## config.mk

```make
export PLATFORM = sky130hd
export DESIGN_NAME = display_scan_controller
export DESIGN_NICKNAME = d
export VERILOG_FILES = /design/src/rtl/display_scan_controller.sv
export SDC_FILE = /design/constraint.sdc
export NUM_CORES = 1
export LEC_CHECK = 0
export CAP_MARGIN = 20
export CORE_ASPECT_RATIO = 0.8
export CORE_MARGIN = 2
export CORE_UTILIZATION = 62
export DETAILED_ROUTE_END_ITERATION = 10
export DONT_BUFFER_PORTS = 1
export PLACE_DENSITY_LB_ADDON = 0.2
export SLEW_MARGIN = 40
export SYNTH_ARGS = -nofsm -noshare
export SYNTH_HDL_FRONTEND = slang
export SYNTH_SLANG_ARGS = --single-unit
```

## constraint.sdc

```tcl
create_clock -name clk -period 2.75 [get_ports clk]
set_input_delay 0.4125 -clock clk [delete_from_list [all_inputs] [get_ports clk]]
set_output_delay 0.4125 -clock clk [all_outputs]
set_load 0.02 [all_outputs]
```

## src/rtl/display_scan_controller.sv

```systemverilog
// Time-multiplexed scan controller for a 4-digit seven-segment display.
// New display values are staged and committed only at a frame boundary.
module display_scan_controller #(
    parameter int CLK_DIV = 100000
) (
    input  logic        clk,
    input  logic        reset,
    input  logic [15:0] value_in,
    input  logic        load,
    input  logic        blank_lz,
    output logic [1:0]  digit_sel,
    output logic [3:0]  hex_out,
    output logic        blank,
    output logic        update
);

    localparam int CW = (CLK_DIV > 2) ? $clog2(CLK_DIV) : 1;
    localparam logic [CW-1:0] LAST_COUNT = CW'(CLK_DIV - 1);

    logic [CW-1:0] count_r;
    logic [1:0]    digit_sel_r;
    logic [15:0]   shown_r;
    logic [15:0]   pending_r;
    logic          pending_valid_r;
    logic          update_r;

    logic          tick_s;
    logic          boundary_s;
    logic [3:0]    hex_s;
    logic          blank_s;

    assign tick_s     = (count_r == LAST_COUNT);
    assign boundary_s = tick_s && (digit_sel_r == 2'd3);

    // Prescaler: sets how long each digit stays lit.
    always_ff @(posedge clk or posedge reset) begin
        if (reset) begin
            count_r <= {CW{1'b0}};
        end else if (tick_s) begin
            count_r <= {CW{1'b0}};
        end else begin
            count_r <= count_r + CW'(1);
        end
    end

    // Digit index advances once per prescaler period and wraps 3 -> 0.
    always_ff @(posedge clk or posedge reset) begin
        if (reset) begin
            digit_sel_r <= 2'd0;
        end else if (tick_s) begin
            digit_sel_r <= digit_sel_r + 2'd1;
        end else begin
            digit_sel_r <= digit_sel_r;
        end
    end

    // Staging and frame-aligned commit; a load on the boundary itself bypasses pending.
    always_ff @(posedge clk or posedge reset) begin
        if (reset) begin
            shown_r         <= 16'h0000;
            pending_r       <= 16'h0000;
            pending_valid_r <= 1'b0;
            update_r        <= 1'b0;
        end else if (boundary_s) begin
            if (load) begin
                shown_r         <= value_in;
                pending_valid_r <= 1'b0;
                update_r        <= 1'b1;
            end else if (pending_valid_r) begin
                shown_r         <= pending_r;
                pending_valid_r <= 1'b0;
                update_r        <= 1'b1;
            end else begin
                update_r        <= 1'b0;
            end
        end else begin
            update_r <= 1'b0;
            if (load) begin
                pending_r       <= value_in;
                pending_valid_r <= 1'b1;
            end
        end
    end

    // Nibble select and leading-zero blanking, both derived from the same registers as digit_sel.
    always_comb begin
        hex_s   = 4'h0;
        blank_s = 1'b0;
        case (digit_sel_r)
            2'd0: begin
                hex_s   = shown_r[3:0];
                blank_s = 1'b0;
            end
            2'd1: begin
                hex_s   = shown_r[7:4];
                blank_s = blank_lz && (shown_r[15:4] == 12'h000);
            end
            2'd2: begin
                hex_s   = shown_r[11:8];
                blank_s = blank_lz && (shown_r[15:8] == 8'h00);
            end
            2'd3: begin
                hex_s   = shown_r[15:12];
                blank_s = blank_lz && (shown_r[15:12] == 4'h0);
            end
            default: begin
                hex_s   = 4'h0;
                blank_s = 1'b0;
            end
        endcase
    end

    assign digit_sel = digit_sel_r;
    assign hex_out   = hex_s;
    assign blank     = blank_s;
    assign update    = update_r;

endmodule

```

# Word-level counts from Yosys, hierarchy flattened
# Index checks and enable logic that the tools add are counted.
[classes] n_eq_ne=4 add_sub_neg=2 n_mux=10 n_bitwise=1 n_reduce_logical=12 n_lt_le_gt_ge=0 shifts=0 div=0 mul=0
[ops] operator="$mux 16" count=2
[ops] operator="$add 17x1->17 const B" count=1
[ops] operator="$eq 17x17->1 const B" count=1
[ops] operator="$mux 17" count=1
[ops] operator="$pmux 4 s4" count=1
[ops] operator="$logic_not 12->1" count=1
[ops] operator="$logic_not 8->1" count=1
[ops] operator="$mux 1" count=5
[ops] operator="$eq 2x2->1 const B" count=2
[ops] operator="$logic_and 1x1->1" count=4
[ops] operator="$logic_not 4->1" count=1
[ops] operator="$pmux 1 s4" count=1
[ops] operator="$reduce_and 2->1" count=2
[ops] operator="$reduce_bool 2->1" count=2
[ops] operator="$add 2x1->2 const B" count=1
[ops] operator="$eq 2x1->1 const B" count=1
[ops] operator="$logic_not 2->1" count=1
[ops] operator="$not 1->1" count=1
[totals] memories=0 register_bits=53 output_inout_bits=8 ram_bits=0 latchBits=0 in_bits=20 romBits=0

# Longest topological paths before layout
[logic_depth] word_depth=4 mapped_depth=7

# Worst setup path after synthesis
# Ideal clock, no wire load.
[synth_timing] kind="register to register" start="register count_r[6]" end="register shown_r[12]" setup_ps=125 stages_incl_launch_ff=6 required_ps=2625 slack_ps=362 n_path_buf=1 t_arrival_ps=2263 path_cell_list="dfrtp_1 -> or4_1 -> or3_4 -> nor4_4 -> buf_8 -> mux2_4"
[synth_via] elab_chain_len=3
[synth_lines] item="start: declaration" line="20" text="logic [CW-1:0] count_r;"
[synth_lines] item="start signal: assignment" line="38" text="count_r <= {CW{1'b0}};"
[synth_lines] item="start signal: assignment" line="40" text="count_r <= {CW{1'b0}};"
[synth_lines] item="start signal: assignment" line="42" text="count_r <= count_r + CW'(1);"
[synth_lines] item="$eq 17x17->1" line="32" text="assign tick_s = (count_r == LAST_COUNT);"
[synth_lines] item="$logic_and 1x1->1" line="33" text="assign boundary_s = tick_s && (digit_sel_r == 2'd3);"
[synth_lines] item="$reduce_and 2->1 (no source line)"
[synth_lines] item="end signal: assignment" line="66" text="shown_r <= value_in;"
[synth_lines] item="end signal: assignment" line="70" text="shown_r <= pending_r;"
[synth_lines] item="end: declaration" line="22" text="logic [15:0] shown_r;"
# Every way passes these cells.
# A chain may end at the register's enable or synchronous reset.

# Worst setup path in the final report
[layout_timing] start="register digit_sel_r[0] (netlist: digit_sel[0])" end="output blank"
[layout_via] elab_chain_len=2 word_cells_on_any_way=5 classes_between="eq/ne: 3; mux: 1; reduce/logical: 1"
[layout_lines] item="start: declaration" line="21" text="logic [1:0] digit_sel_r;"
[layout_lines] item="start signal: assignment" line="51" text="digit_sel_r <= digit_sel_r + 2'd1;"
[layout_lines] item="start signal: assignment" line="53" text="digit_sel_r <= digit_sel_r;"
[layout_lines] item="$eq 2x2->1 (tied with other cells)" line="89" text="case (digit_sel_r)"
[layout_lines] item="$pmux 1 s4 *" line="89"
[layout_lines] item="end: declaration" line="13" text="output logic blank,"
# Mark *: on every way between the ends. The rest lies on a longest branch, timed or not.

==> results_tabular.tex <==
\begin{tabular}{lr}
\hline
Metric & Value \\
\hline
\multicolumn{2}{l}{\textbf{Outcome}} \\
Run status & finished clean \\
\multicolumn{2}{l}{\textbf{Yosys}} \\
Average cell area after synthesis & 13.1 um2 \\
Largest family of logic cells by synthesized area & multiplexers \\
YS warnings & 0 \\
Synth Area in XOR/XNOR & 0.0506 \\
Synthesized netlist cell count & 198 \\
Multiplexer area fraction after synthesis & 0.246 \\
Synth cell types & 33 \\
Synth Cell Area & 2590 um2 \\
Synthesized-area fraction occupied by and/or/nand/nor cells & 0.107 \\
Net Count, Synth & 223 \\
Part of the Yosys area used for sequential elements & 0.511 \\
Synth Area in Compound Gates & 0.0299 \\
Seq cells post-synth & 53 \\
Adder and majority gate portion of the synthesized area & 0.0241 \\
\multicolumn{2}{l}{\textbf{Floorplanning}} \\
Std-Cell Rows & 21 \\
Core footprint & 4100 um2 \\
Initial core utilization & 0.633 \\
Die outline height & 61.9 um \\
IO Pins & 28 \\
Area enclosed by the die boundary & 4720 um2 \\
Die Wd & 76.3 um \\
\multicolumn{2}{l}{\textbf{Flow run}} \\
Max Cap Viol & 0 \\
\multicolumn{2}{l}{\textbf{Pwr}} \\
Int Pwr & 1.04 mW \\
Power consumption & 1.34 mW \\
Power density cells & 494 nW/um2 \\
Relative contribution of sequential cells to total power & 0.622 \\
Clk pwr share & 0.298 \\
Net switching power & 0.295 mW \\
Maximum vdd ir drop & 0.000338 V \\
Part of the power in combinational logic & 0.080 \\
Static leakage & 1.22 nW \\
Switching part of the total & 0.221 \\
\multicolumn{2}{l}{\textbf{Global route}} \\
Largest net degree at the start of global routing & 54 \\
Number of global-route vias before repair & 1538 \\
Global Route met2 Usage & 0.329 \\
Wire length of the first global-routing pass & 7800 um \\
Total congestion overflow after global routing & 0 \\
Initial antenna violation count & 0 \\
Met3 demand-to-capacity share in global routing & 0.0679 \\
GRT Max-Usage Layer & met2 \\
Total global-route track usage & 0.217 \\
M1 GR Usage & 0.303 \\
\multicolumn{2}{l}{\textbf{Hold path}} \\
Min-delay worst type & input pin to async pin \\
\multicolumn{2}{l}{\textbf{Cells and area}} \\
Most common cell after layout, fill and taps aside & sky130\_fd\_sc\_hd\_\_dfrtp\_1 \\
Share of layout cells above drive strength 1 & 0.276 \\
Post-route cell area & 2710 um2 \\
Final antenna diode count & 0 \\
Final layout net count & 225 \\
Layout Utilization & 0.660 \\
Most used cells in the layout excluding fill and tap cells & 53 x sky130\_fd\_sc\_hd\_\_dfrtp\_1, 26 x sky130\_fd\_sc\_hd\_\_mux2\_2, 15 x sky130\_fd\_sc\_hd\_\_mux2\_4 \\
Area growth from synthesis to layout & 4.24\% \\
Number of non-filler instances in the completed layout & 256 \\
\multicolumn{2}{l}{\textbf{Clock network}} \\
Clock tree from TritonCTS & done \\
H-tree depth & 2 \\
Post-CTS Resized & 0 \\
Clock transition at the registers of the reported paths & 0.08 ns \\
Skew-Pair Late Insertion Delay & 0.30 ns \\
Number of sinks handled by clock tree synthesis & 53 \\
Cell at the root of the clock tree & sky130\_fd\_sc\_hd\_\_clkbuf\_8 \\
CTS buffer count & 5 \\
Maximum buffer depth of the clock tree & 2 \\
Hold-fix buffer count after cts & 0 \\
Setup fix buffers added after clock tree synthesis & 0 \\
\multicolumn{2}{l}{\textbf{Timing}} \\
Final hold violation count & 0 \\
Setup WS post-layout & 0.263 ns \\
Max Transition Viols Final & 0 \\
Slew Limit Headroom & 0.572 \\
Worst clock skew on the final layout & 0.00541 ns \\
RSZ-0062 raised after global routing & no \\
Highest attainable clock frequency & 0.402 GHz \\
Minimum clock period & 2.49 ns \\
Setup-violating endpoint count in the final report & 0 \\
Final period util & 0.905 \\
Slew at the pin closest to its max-slew limit & 0.643 ns \\
Sum Neg Setup Slack & 0 ns \\
Final worst hold slack & 0.0648 ns \\
\multicolumn{2}{l}{\textbf{Setup path}} \\
Worst reg-to-reg path cell count & 6 \\
Top fanout value on the critical path & 5 \\
Critical register-to-register path endpoint & shown\_r[7] \\
Worst Setup End Kind & primary output \\
Critical path class & flop to primary output \\
Startpoint of the worst-slack reg-to-reg timing path & count\_r[0] \\
Required time at the worst-slack endpoint & 2.34 ns \\
Crit path launch type & flop \\
Setup slack of the worst register-to-register path & 0.33 ns \\
Worst setup path startpoint & digit\_sel[0] \\
Destination of the critical timing path & blank \\
Data arrival, critical path & 2.07 ns \\
\multicolumn{2}{l}{\textbf{Placement}} \\
Final weighted congestion in routability-driven placement & 0.918 \\
Instance count after placement with tap cells included & 250 \\
Pre-CTS WS & 0.351 ns \\
Sum of net half-perimeters after detailed placement & 3310 um \\
Cell area after placement & 2630 um2 \\
PortBufs & 0 \\
\multicolumn{2}{l}{\textbf{Drt}} \\
Sum of routed wire length over all layers & 4730 um \\
Vias post-DR & 1555 \\
Count of routing violations after the opening detailed-route iteration & 160 \\
Residual DRC & 0 \\
Pre-antenna DRT Iters & 4 \\
Avg WL per Cell & 18.5 um \\
Via density per instance & 6.07 \\
Antenna-violating nets left & 0 \\
\hline
\end{tabular}
==> worst max-delay path, stage by stage (launching register included) <==
cell                       delay, ns
sky130_fd_sc_hd__dfrtp_1        0.54
sky130_fd_sc_hd__inv_1          0.15
sky130_fd_sc_hd__ha_1           0.34
sky130_fd_sc_hd__nor4_1         0.20
sky130_fd_sc_hd__nand3b_1       0.10
sky130_fd_sc_hd__a21oi_1        0.43
==> cells in the mapped netlist (all sizes together) <==
library cell,n,area (um2)
nand2,2,7.51
xnor2,7,61.3
nor3,2,10.0
nor2b,1,6.26
o31ai,1,7.51
and3,2,13.8
nand4b,1,8.76
o31a,1,10.0
a222oi,4,40.0
or3,1,11.3
dfrtp,53,1330
buf,3,37.5
nand3,8,40.0
clkbuf,4,15.0
o21ai,1,5.00
nand4,6,37.5
and2,1,6.26
mux2,41,518
nor4,6,52.6
or2,1,6.26
a21oi,3,15.0
xor2,8,70.1
ha,5,62.6
or4,2,15.0
nor2,12,45.0
nand3b,1,7.51
inv,8,30.0
mux2i,12,120
and4,1,8.76
==> sequential cells by signal, indices dropped and copies added (netlist names) <==
name	flops
digit_sel	2
update	1
pending_valid_r	1
pending_r	16
count_r	17
shown_r	16
==> layer usage <==
metal | share of wire | vias up
li1 | - | 716
met1 | 0.49 | 787
met2 | 0.43 | 45
met3 | 0.064 | 7
met4 | 0.014 | 0
met5 | 0 | -
==> power by group through the flow <==
stage	sequential, mW	combinational (mW)	clock [mW]
finish	0.832	0.107	0.398
global route	0.837	0.118	0.440
CTS	0.832	0.110	0.408
detailed placement	0.847	0.109	0
global placement	0.846	0.104	0
floorplan	0.841	0.101	0
==> worst min path at each step <==
stage | startpoint | to | slack (ns) | cells past startpoint
floorplan | count_r[12] | count_r[12] | 0.46 | 1
global placement | pending_r[12] | pending_r[12] | 0.49 | 1
detailed placement | reset | shown_r[3] | 0.42 | 1
CTS | reset | pending_r[0] | 0.09 | 1
global route | reset | shown_r[12] | 0.12 | 1
finish | reset | shown_r[3] | 0.06 | 1
==> logic make-up (layout without fill, tap and decap cells) <==
family,count (synthesis),in the layout
compound gates,10,10
xor+xnor,15,15
fa+ha+maj,5,5
buf+inv,15,16
flops,53,53
mux,53,53
simple gates,47,47
==> cell type report <==
cell class | count | area [um2]
Tap cell | 57 | 71.3
Multi-Input combinational cell | 130 | 1190
Fill cell | 331 | 1390
Timing Repair Buffer | 2 | 15.0
Clock buffer | 5 | 68.8
Inverter | 8 | 32.5
Clock inverter | 1 | 5.00
Sequential cell | 53 | 1330
Note: power is estimated with default switching activity, not from simulation.
